**config.mk**
```make
export PLATFORM = sky130hd
export DESIGN_NAME = aes128_round_ctrl
export DESIGN_NICKNAME = d
export VERILOG_FILES = /design/src/rtl/aes128_round_ctrl.sv
export SDC_FILE = /design/constraint.sdc
export NUM_CORES = 1
export LEC_CHECK = 0
export BUFFER_PORTS_ARGS = -buffer_cell sky130_fd_sc_hd__buf_2
export CAP_MARGIN = 10
export CORE_AREA = 2 2 278 280
export CTS_BUF_LIST = sky130_fd_sc_hd__clkbuf_16
export CTS_CLUSTER_DIAMETER = 50
export DETAILED_ROUTE_END_ITERATION = 10
export DIE_AREA = 0 0 280 282
export MAX_ROUTING_LAYER = met4
export PLACE_DENSITY_LB_ADDON = 0.1
export SYNTH_ARGS = -nofsm -noshare
export SYNTH_HDL_FRONTEND = slang
export SYNTH_SLANG_ARGS = --single-unit
```
**constraint.sdc**
```tcl
create_clock -name clk -period 2.6 [get_ports clk]
set_clock_uncertainty 0.15 [all_clocks]
set_input_delay 0.13 -clock clk [delete_from_list [all_inputs] [get_ports clk]]
set_output_delay 0.13 -clock clk [all_outputs]
set_load 0.02 [all_outputs]
```
**src/rtl/aes128_round_ctrl.sv**
```systemverilog
// ---------------------------------------------------------------------------
// aes128_round_ctrl
// Iterative AES-128 encryption sequencer. Loads plaintext and key, applies the
// initial AddRoundKey, then runs ten rounds. Each round uses an external
// 128-bit S-box bank for SubBytes and an external 32-bit SubWord unit for key
// expansion. ShiftRows, MixColumns, AddRoundKey and the round-key schedule are
// computed here, on the fly.
//
// Parameters
//   SBOX_LAT   latency of the external S-box/SubWord units: 0 or 1 cycle
//
// Ports
//   clk        clock, all state updates on the rising edge
//   rst_n      asynchronous active-low reset
//   in_valid   request valid (plaintext + key)
//   in_ready   block idle; request accepted when in_valid && in_ready
//   in_key     128-bit cipher key, byte0 = [127:120]
//   in_pt      128-bit plaintext, same byte order
//   out_valid  ciphertext valid, held until out_ready
//   out_ready  consumer accepts ciphertext
//   out_ct     ciphertext, retained after the handshake
//   busy       sequencer not idle
//   round      current round number 0..10
//   sb_in      current state, sent to the S-box bank
//   sb_out     SubBytes(sb_in), SBOX_LAT cycles later
//   sw_in      RotWord of the last round-key word, sent to the SubWord unit
//   sw_out     SubWord(sw_in), SBOX_LAT cycles later
// ---------------------------------------------------------------------------
module aes128_round_ctrl #(
   parameter int SBOX_LAT = 0
) (
   input  logic         clk,
   input  logic         rst_n,
   input  logic         in_valid,
   output logic         in_ready,
   input  logic [127:0] in_key,
   input  logic [127:0] in_pt,
   output logic         out_valid,
   input  logic         out_ready,
   output logic [127:0] out_ct,
   output logic         busy,
   output logic [3:0]   round,
   output logic [127:0] sb_in,
   input  logic [127:0] sb_out,
   output logic [31:0]  sw_in,
   input  logic [31:0]  sw_out
);

   typedef enum logic [1:0] {
      IDLE = 2'd0,
      RND  = 2'd1,
      WAIT = 2'd2,
      DONE = 2'd3
   } state_t;

   state_t        state;
   state_t        state_next;
   logic [127:0]  st;
   logic [127:0]  rk;
   logic [127:0]  rk_next;
   logic [127:0]  shifted;
   logic [127:0]  mixed;
   logic [127:0]  st_next;
   logic [31:0]   w0n;
   logic [31:0]   w1n;
   logic [31:0]   w2n;
   logic [31:0]   w3n;
   logic          do_update;
   logic          last_round;

   function automatic logic [7:0] xtime(input logic [7:0] b);
      return {b[6:0], 1'b0} ^ (b[7] ? 8'h1b : 8'h00);
   endfunction

   function automatic logic [7:0] rcon(input logic [3:0] r);
      case (r)
         4'd1:    return 8'h01;
         4'd2:    return 8'h02;
         4'd3:    return 8'h04;
         4'd4:    return 8'h08;
         4'd5:    return 8'h10;
         4'd6:    return 8'h20;
         4'd7:    return 8'h40;
         4'd8:    return 8'h80;
         4'd9:    return 8'h1b;
         4'd10:   return 8'h36;
         default: return 8'h00;
      endcase
   endfunction

   // State bytes are column-major: byte (row r, column c) is byte 4c+r,
   // byte 0 in the top bits. Row r rotates left by r columns.
   function automatic logic [127:0] shift_rows(input logic [127:0] s);
      logic [127:0] o;
      o = '0;
      for (int c = 0; c < 4; c++) begin
         for (int r = 0; r < 4; r++) begin
            o[127-8*(4*c+r) -: 8] = s[127-8*(4*((c+r)%4)+r) -: 8];
         end
      end
      return o;
   endfunction

   function automatic logic [31:0] mix_col(input logic [31:0] col);
      logic [7:0] a0, a1, a2, a3;
      a0 = col[31:24];
      a1 = col[23:16];
      a2 = col[15:8];
      a3 = col[7:0];
      return {xtime(a0) ^ xtime(a1) ^ a1 ^ a2 ^ a3,
              a0 ^ xtime(a1) ^ xtime(a2) ^ a2 ^ a3,
              a0 ^ a1 ^ xtime(a2) ^ xtime(a3) ^ a3,
              xtime(a0) ^ a0 ^ a1 ^ a2 ^ xtime(a3)};
   endfunction

   function automatic logic [127:0] mix_columns(input logic [127:0] s);
      logic [127:0] o;
      o = '0;
      for (int c = 0; c < 4; c++) begin
         o[127-32*c -: 32] = mix_col(s[127-32*c -: 32]);
      end
      return o;
   endfunction

   // Round datapath. With a registered S-box the update happens in WAIT,
   // once sb_out/sw_out reflect the values presented during RND.
   always_comb begin
      do_update  = (SBOX_LAT == 0) ? (state == RND) : (state == WAIT);
      last_round = (round == 4'd10);
      w0n        = rk[127:96] ^ sw_out ^ {rcon(round), 24'h0};
      w1n        = rk[95:64] ^ w0n;
      w2n        = rk[63:32] ^ w1n;
      w3n        = rk[31:0] ^ w2n;
      rk_next    = {w0n, w1n, w2n, w3n};
      shifted    = shift_rows(sb_out);
      mixed      = mix_columns(shifted);
      st_next    = (last_round ? shifted : mixed) ^ rk_next;
   end

   // FSM state register.
   always_ff @(posedge clk or negedge rst_n) begin
      if (!rst_n) begin
         state <= IDLE;
      end else begin
         state <= state_next;
      end
   end

   // FSM next-state logic.
   always_comb begin
      state_next = state;
      case (state)
         IDLE: if (in_valid) state_next = RND;
         RND: begin
            if (SBOX_LAT != 0) begin
               state_next = WAIT;
            end else if (last_round) begin
               state_next = DONE;
            end
         end
         WAIT: state_next = last_round ? DONE : RND;
         DONE: if (out_ready) state_next = IDLE;
         default: state_next = IDLE;
      endcase
   end

   // FSM outputs and S-box feeds; RotWord moves the top byte of w3 to the bottom.
   always_comb begin
      in_ready  = (state == IDLE);
      out_valid = (state == DONE);
      busy      = (state != IDLE);
      sb_in     = st;
      sw_in     = {rk[23:0], rk[31:24]};
   end

   // State, round key, round counter and ciphertext registers.
   always_ff @(posedge clk or negedge rst_n) begin
      if (!rst_n) begin
         st     <= '0;
         rk     <= '0;
         round  <= '0;
         out_ct <= '0;
      end else if (state == IDLE && in_valid) begin
         st    <= in_pt ^ in_key;
         rk    <= in_key;
         round <= 4'd1;
      end else if (do_update) begin
         st <= st_next;
         rk <= rk_next;
         if (last_round) begin
            out_ct <= st_next;
         end else begin
            round <= round + 4'd1;
         end
      end
   end

endmodule

```
======== After elaboration in Yosys (flattened, before gate mapping) ========
Memories as Yosys holds them, arrays and structs flattened.
Index checks and enable logic that the tools add are counted.
cells by class
  mux-type cells .......................... 29
  bitwise logic cells ..................... 88
  eq/ne operators ......................... 8
  reductions and logical operators ........ 7
  $add $sub $neg .......................... 1
operators with widths
  kind                                                 number
  two-way mux 128 bit                                  5
  XOR 8 bit                                            64
  XOR 128 bit                                          2
  XOR 32 bit                                           5
  XOR 8 x 5 -> 8 bit                                   16
  two-way mux 5 bit                                    16
  two-way mux 4 bit                                    3
  two-way mux 2 bit                                    4
  one-hot mux 2 bit (4 select lines)                   1
  != test 2 x 1 -> 1 bit, second input constant        3
  AND reduction 3 bit                                  2
  adder 4 x 1 -> 4 bit, second input constant          1
  equality test 2 bit, second input constant           2
  equality test 4 bit, second input constant           1
  nonzero test 2 bit                                   2
  equality test 2 x 1 -> 1 bit, second input constant  1
  logical NOT 2 bit                                    1
  != test 2 bit, second input constant                 1
  AND reduction 2 bit                                  1
  logical AND 1 bit                                    1
  inverter 1 bit                                       1
word-level totals
  memories ................................ 1
  output and inout port bits .............. 295
  memory bits (read-only) ................. 128
  register bits ........................... 390
  bits of input ports ..................... 420
memories
  name             depth  width  rd ports  clocked after Yosys merged registers in  wr ports  line  RTL
  (no name shown)  16     8      1         0                                        0         76    case (r)

======== Logic depth before layout (Yosys ltp) ========
  depth after elaboration ................. 10
  depth in mapped cells ................... 10
  gate-level depth less buffers ........... 8

======== Least setup slack after synthesis ========
No wires, ideal clock.
  kind .................................... flip-flop to flip-flop
  start point ............................. reg round[0]
  end point ............................... reg rk[57]
  stages on the path, launching flop included .. 9
  buffers on the path ..................... 0
  required time ........................... 2324 ps
  data arrival time ....................... 2206 ps
  slack ................................... 118 ps
  library setup time ...................... 126 ps
  cells stage by stage .................... dfrtp_1 inv_1 ha_1 mux2i_1 nor2_1 xnor2_2 xor2_1 o21ai_0 a221o_1
between the ends
  word-level cells in the longest chain between the ends .. 6
ends and longest elaborated chain
  what                      line  RTL
  start, declared           42    output logic [3:0] round,
  start signal, assigned    193   round <= round + 4'd1;
  memory read (16 x 8 bit)  -
  XOR 32 bit                130   w0n = rk[127:96] ^ sw_out ^ {rcon(round), 24'h0};
  XOR 32 bit                131   w1n = rk[95:64] ^ w0n;
  XOR 32 bit                132   w2n = rk[63:32] ^ w1n;
  two-way mux 128 bit       187   end else if (do_update) begin
  two-way mux 128 bit       183   end else if (state == IDLE && in_valid) begin
  end signal, assigned      185   rk <= in_key;
  end signal, assigned      189   rk <= rk_next;
  end, declared             59    logic [127:0] rk;
Every way passes these cells. The select of a mux whose other input is x is not followed.
A chain may end at the register's enable or synchronous reset.

======== Final worst setup path ========
  start point ............................. reg round[1]
  end point ............................... reg st[124], in the netlist sb_in[124]
between the ends
  word-level cells in the longest chain between the ends .. 5
  elaborated cells on any way between the ends .. 7
ends and longest elaborated chain
  what                                                             line      RTL
  memory read (16 x 8 bit) or equality test 4 bit (tied branches)  -
  XOR 32 bit or two-way mux 128 bit (tied branches)                130, 137
  XOR 128 bit *                                                    137       st_next = (last_round ? shifted : mixed) ^ rk_next;
  two-way mux 128 bit *                                            187
  two-way mux 128 bit *                                            183
  end signal, assigned                                             184       st <= in_pt ^ in_key;
  end signal, assigned                                             188       st <= st_next;
  end, declared                                                    58        logic [127:0] st;
Mark *: on every way between the ends. The rest lies on a longest branch, timed or not. The select of a mux whose other input is x is not followed.

==> results.sh <==
export IMPL_postSynth_asyncResetShare_pct=100
export IMPL_grt_first_pass_wirelength_um=184000
export IMPL_start_util_pct=35.5
export IMPL_clock_fmax_mhz=386
export IMPL_placementRows=101
export IMPL_regArea_um2=9760
export IMPL_finalWirelength_um=131000
export IMPL_first_pass_iters=8
export IMPL_crit_type="flip-flop to flip-flop"
export IMPL_track_usage_pct=33.1
export IMPL_finalCritPeriodShare_pct=99.7
export IMPL_end_kind="flip-flop"
export IMPL_synth_edf_count=0
export IMPL_internal_power_uw=33500
export IMPL_violations="negative hold slack"
export IMPL_powerDensity_nw_per_um2=1700
export IMPL_pwr_share_seq_pct=19.1
export IMPL_switching_power_uw=32700
export IMPL_yosys_most_used_dff="dfrtp_1"
export IMPL_antenna_found_initial=12
export IMPL_multiInputGateArea_um2=16000
export IMPL_via_per_inst=5.19
export IMPL_dp_worst_setup_slack_ns=-0.117
export IMPL_syn_to_final_growth_pct=44.7
export IMPL_fill_cells=7111
export IMPL_max_slew_margin_pct=52.7
export IMPL_clk_pin_slew_worst_paths_ns=0.05
export IMPL_syn_area_per_cell_um2=9.34
export IMPL_synth_area_top_cells="dfrtp_1 (36%), xnor2_1 (15%), xor2_1 (11%), o21ai_0 (6.2%), nand2_1 (5.4%)"
export IMPL_ios=715
export IMPL_grt_max_degree=139
export IMPL_fin_cells=5017
export IMPL_cts_tree="yes"
export IMPL_cts_buffer_depth=3
export IMPL_yosysMostFrequentCell="xnor2_1"
export IMPL_setup_violations_final=0
export IMPL_final_util_pct=51.3
export IMPL_tightest_slew_ns=0.710
export IMPL_routed_via_count=26000
export IMPL_min_from="sb_out[13]"
export IMPL_syn_area_um2=26800
export IMPL_coreArea_um2=75700
export IMPL_drv_slew=0
export IMPL_cts_buffers=71
export IMPL_synth_top_area_share_pct=36.4
export IMPL_ys_types=52
export IMPL_seq_area_frac_synth_pct=36.4
export IMPL_synthCells=2874
export IMPL_whs_ns=-0.00247
export IMPL_die_area_um2=79000
export IMPL_comb_power_share_pct=66.0
export IMPL_ys_warn_count=0
export IMPL_initialDrtViolationCount=1872
export IMPL_peakVddDrop_mv=1.71
export IMPL_ant_nets=0
export IMPL_fin_crit_ns=2.59
export IMPL_ys_top_cells_by_count="xnor2_1 (462), dfrtp_1 (390), nand2_1 (383), o21ai_0 (330), xor2_1 (329)"
export IMPL_netSwitchingFraction_pct=49.3
export IMPL_clkPwrFrac_pct=14.9
export IMPL_die_y_um=282
export IMPL_startpoint_type="flip-flop"
export IMPL_power_leakage_uw=0.0179
export IMPL_fp_dieW_um=280
export IMPL_htree_levels=3
export IMPL_cts_sinks=390
export IMPL_hold_violations=1
export IMPL_final_nets=4398
export IMPL_drc_errors=0
export IMPL_io_buffer_count=714
export IMPL_maxCapViolations=0
export IMPL_total_power_uw=66200
export IMPL_path_max_fanout=5
export IMPL_finalWorstSetupSlack_ns=0.00711
export IMPL_globalRouteOverflowTotal=0
export IMPL_grt_pass1_vias=26300
export IMPL_wl_per_cell_um=26.1
export IMPL_synth_top_cell_by_area="dfrtp_1"
export IMPL_dp_hpwl_um=98700
export IMPL_startpoint="round[1]"
export IMPL_hold_path_class="primary input to flip-flop"
export IMPL_crit_required_ns=2.92
export IMPL_insertion_delay_ns=0.61
export IMPL_rr_startpoint="round[1]"
export IMPL_rsz0062_at_grt="yes"
export IMPL_place_congestion=0.927
export IMPL_ys_seq_elements=390
export IMPL_drive_above_1_share_pct=27.5
export IMPL_status="complete, but fails checks"
export IMPL_placedCellCount=4468
export IMPL_arrival_ns=2.91
export IMPL_syn_nets=3300
export IMPL_cts_root_buf="clkbuf_16"
## layout make-up
type                    count  share of cell area [%]
flip-flops and latches    390                    25.1
well taps                 978                    3.15
inverters                  16                   0.155
repair buffers           1288                    24.0
clock buffers              75                    4.83
multi-input cells        2205                    41.1
clock inverters            53                    1.51
diodes                     12                  0.0773
## layer usage
| layer | track usage [%] | wire [um] | vias to the layer above |
|---|---|---|---|
| met5 | - | 0 | - |
| met1 | 40.2 | 54700 | 12900 |
| met4 | 12.8 | 5300 | 0 |
| li1 | - | - | 11900 |
| met3 | 4.70 | 6880 | 195 |
| met2 | 55.6 | 64100 | 1034 |
## path summary, 6_finish.rpt
kind	to	slack (ns)	cells past startpoint
max in group asynchronous	out_ct[25]	1.73	3
setup reg to reg	sb_in[124]	0.007	8
hold / removal	out_ct[77]	-0.002	4
min in group asynchronous	out_ct[39]	0.08	3
hold reg to reg	out_ct[103]	0.32	2
setup / recovery	sb_in[124]	0.007	8
## cells by family after synthesis
kind of cell | share of synthesized area [%]
AOI/OAI and AO/OA | 16.0
buffers and inverters | 4.54
and+or+nand+nor | 8.90
xor gates and xnor gates | 32.5
adders and majority gates | 0.280
DFF | 36.4
muxes | 1.35
## repair_timing
action,CTS,global route
gates cloned,0,4
endpoints found under the setup margin,6,22
pin swaps,0,4
hold buffers,394,0
endpoints found under the hold margin,733,0
buffers inserted,0,12
resized for setup,3,18
## worst max-delay path, cell delays in order, from the launching register on
cell,delay (ns)
dfrtp_1,0.41
inv_1,0.10
ha_1,0.34
a22oi_2,0.27
xor2_2,0.19
buf_4,0.18
xnor2_1,0.14
a21oi_1,0.10
dlygate4sd3_1,0.59
## sequential cells by signal, summed over array words and instances, names as in the netlist
| signal | count |
|---|---|
| out_ct | 128 |
| rk | 128 |
| sb_in | 128 |
| round | 4 |
| state | 2 |
## layout by cell type (no fill, tap or decap), types with 79 or more instances in the layout
| cell type | instances |
|---|---|
| buf_4 | 148 |
| xor2_1 | 328 |
| nor2_1 | 106 |
| nand2_1 | 379 |
| xnor2_1 | 459 |
| dlygate4sd3_1 | 392 |
| o21ai_0 | 326 |
| clkbuf_16 | 79 |
| dfrtp_1 | 387 |
| buf_2 | 713 |
## per-stage QoR
step / area (um2) / setup TNS (ns)
finish: 38800 / 0
global route: 38800 / -0.0807
CTS: 38600 / 0
detailed placement: 32100 / -0.311
global placement: 32100 / -0.300
floorplan: 26800 / 0
## power groups by stage
stage / logic, uW / clock network, uW / registers (uW)
2_1_floorplan: 23000 / 0 / 14500
3_3_place_gp: 41800 / 0 / 12500
3_5_place_dp: 42300 / 0 / 12600
4_1_cts: 43500 / 10000 / 12500
5_1_grt: 47000 / 10300 / 13000
6_report: 43700 / 9870 / 12600
No activity file was read; power rests on OpenSTA's default activity.
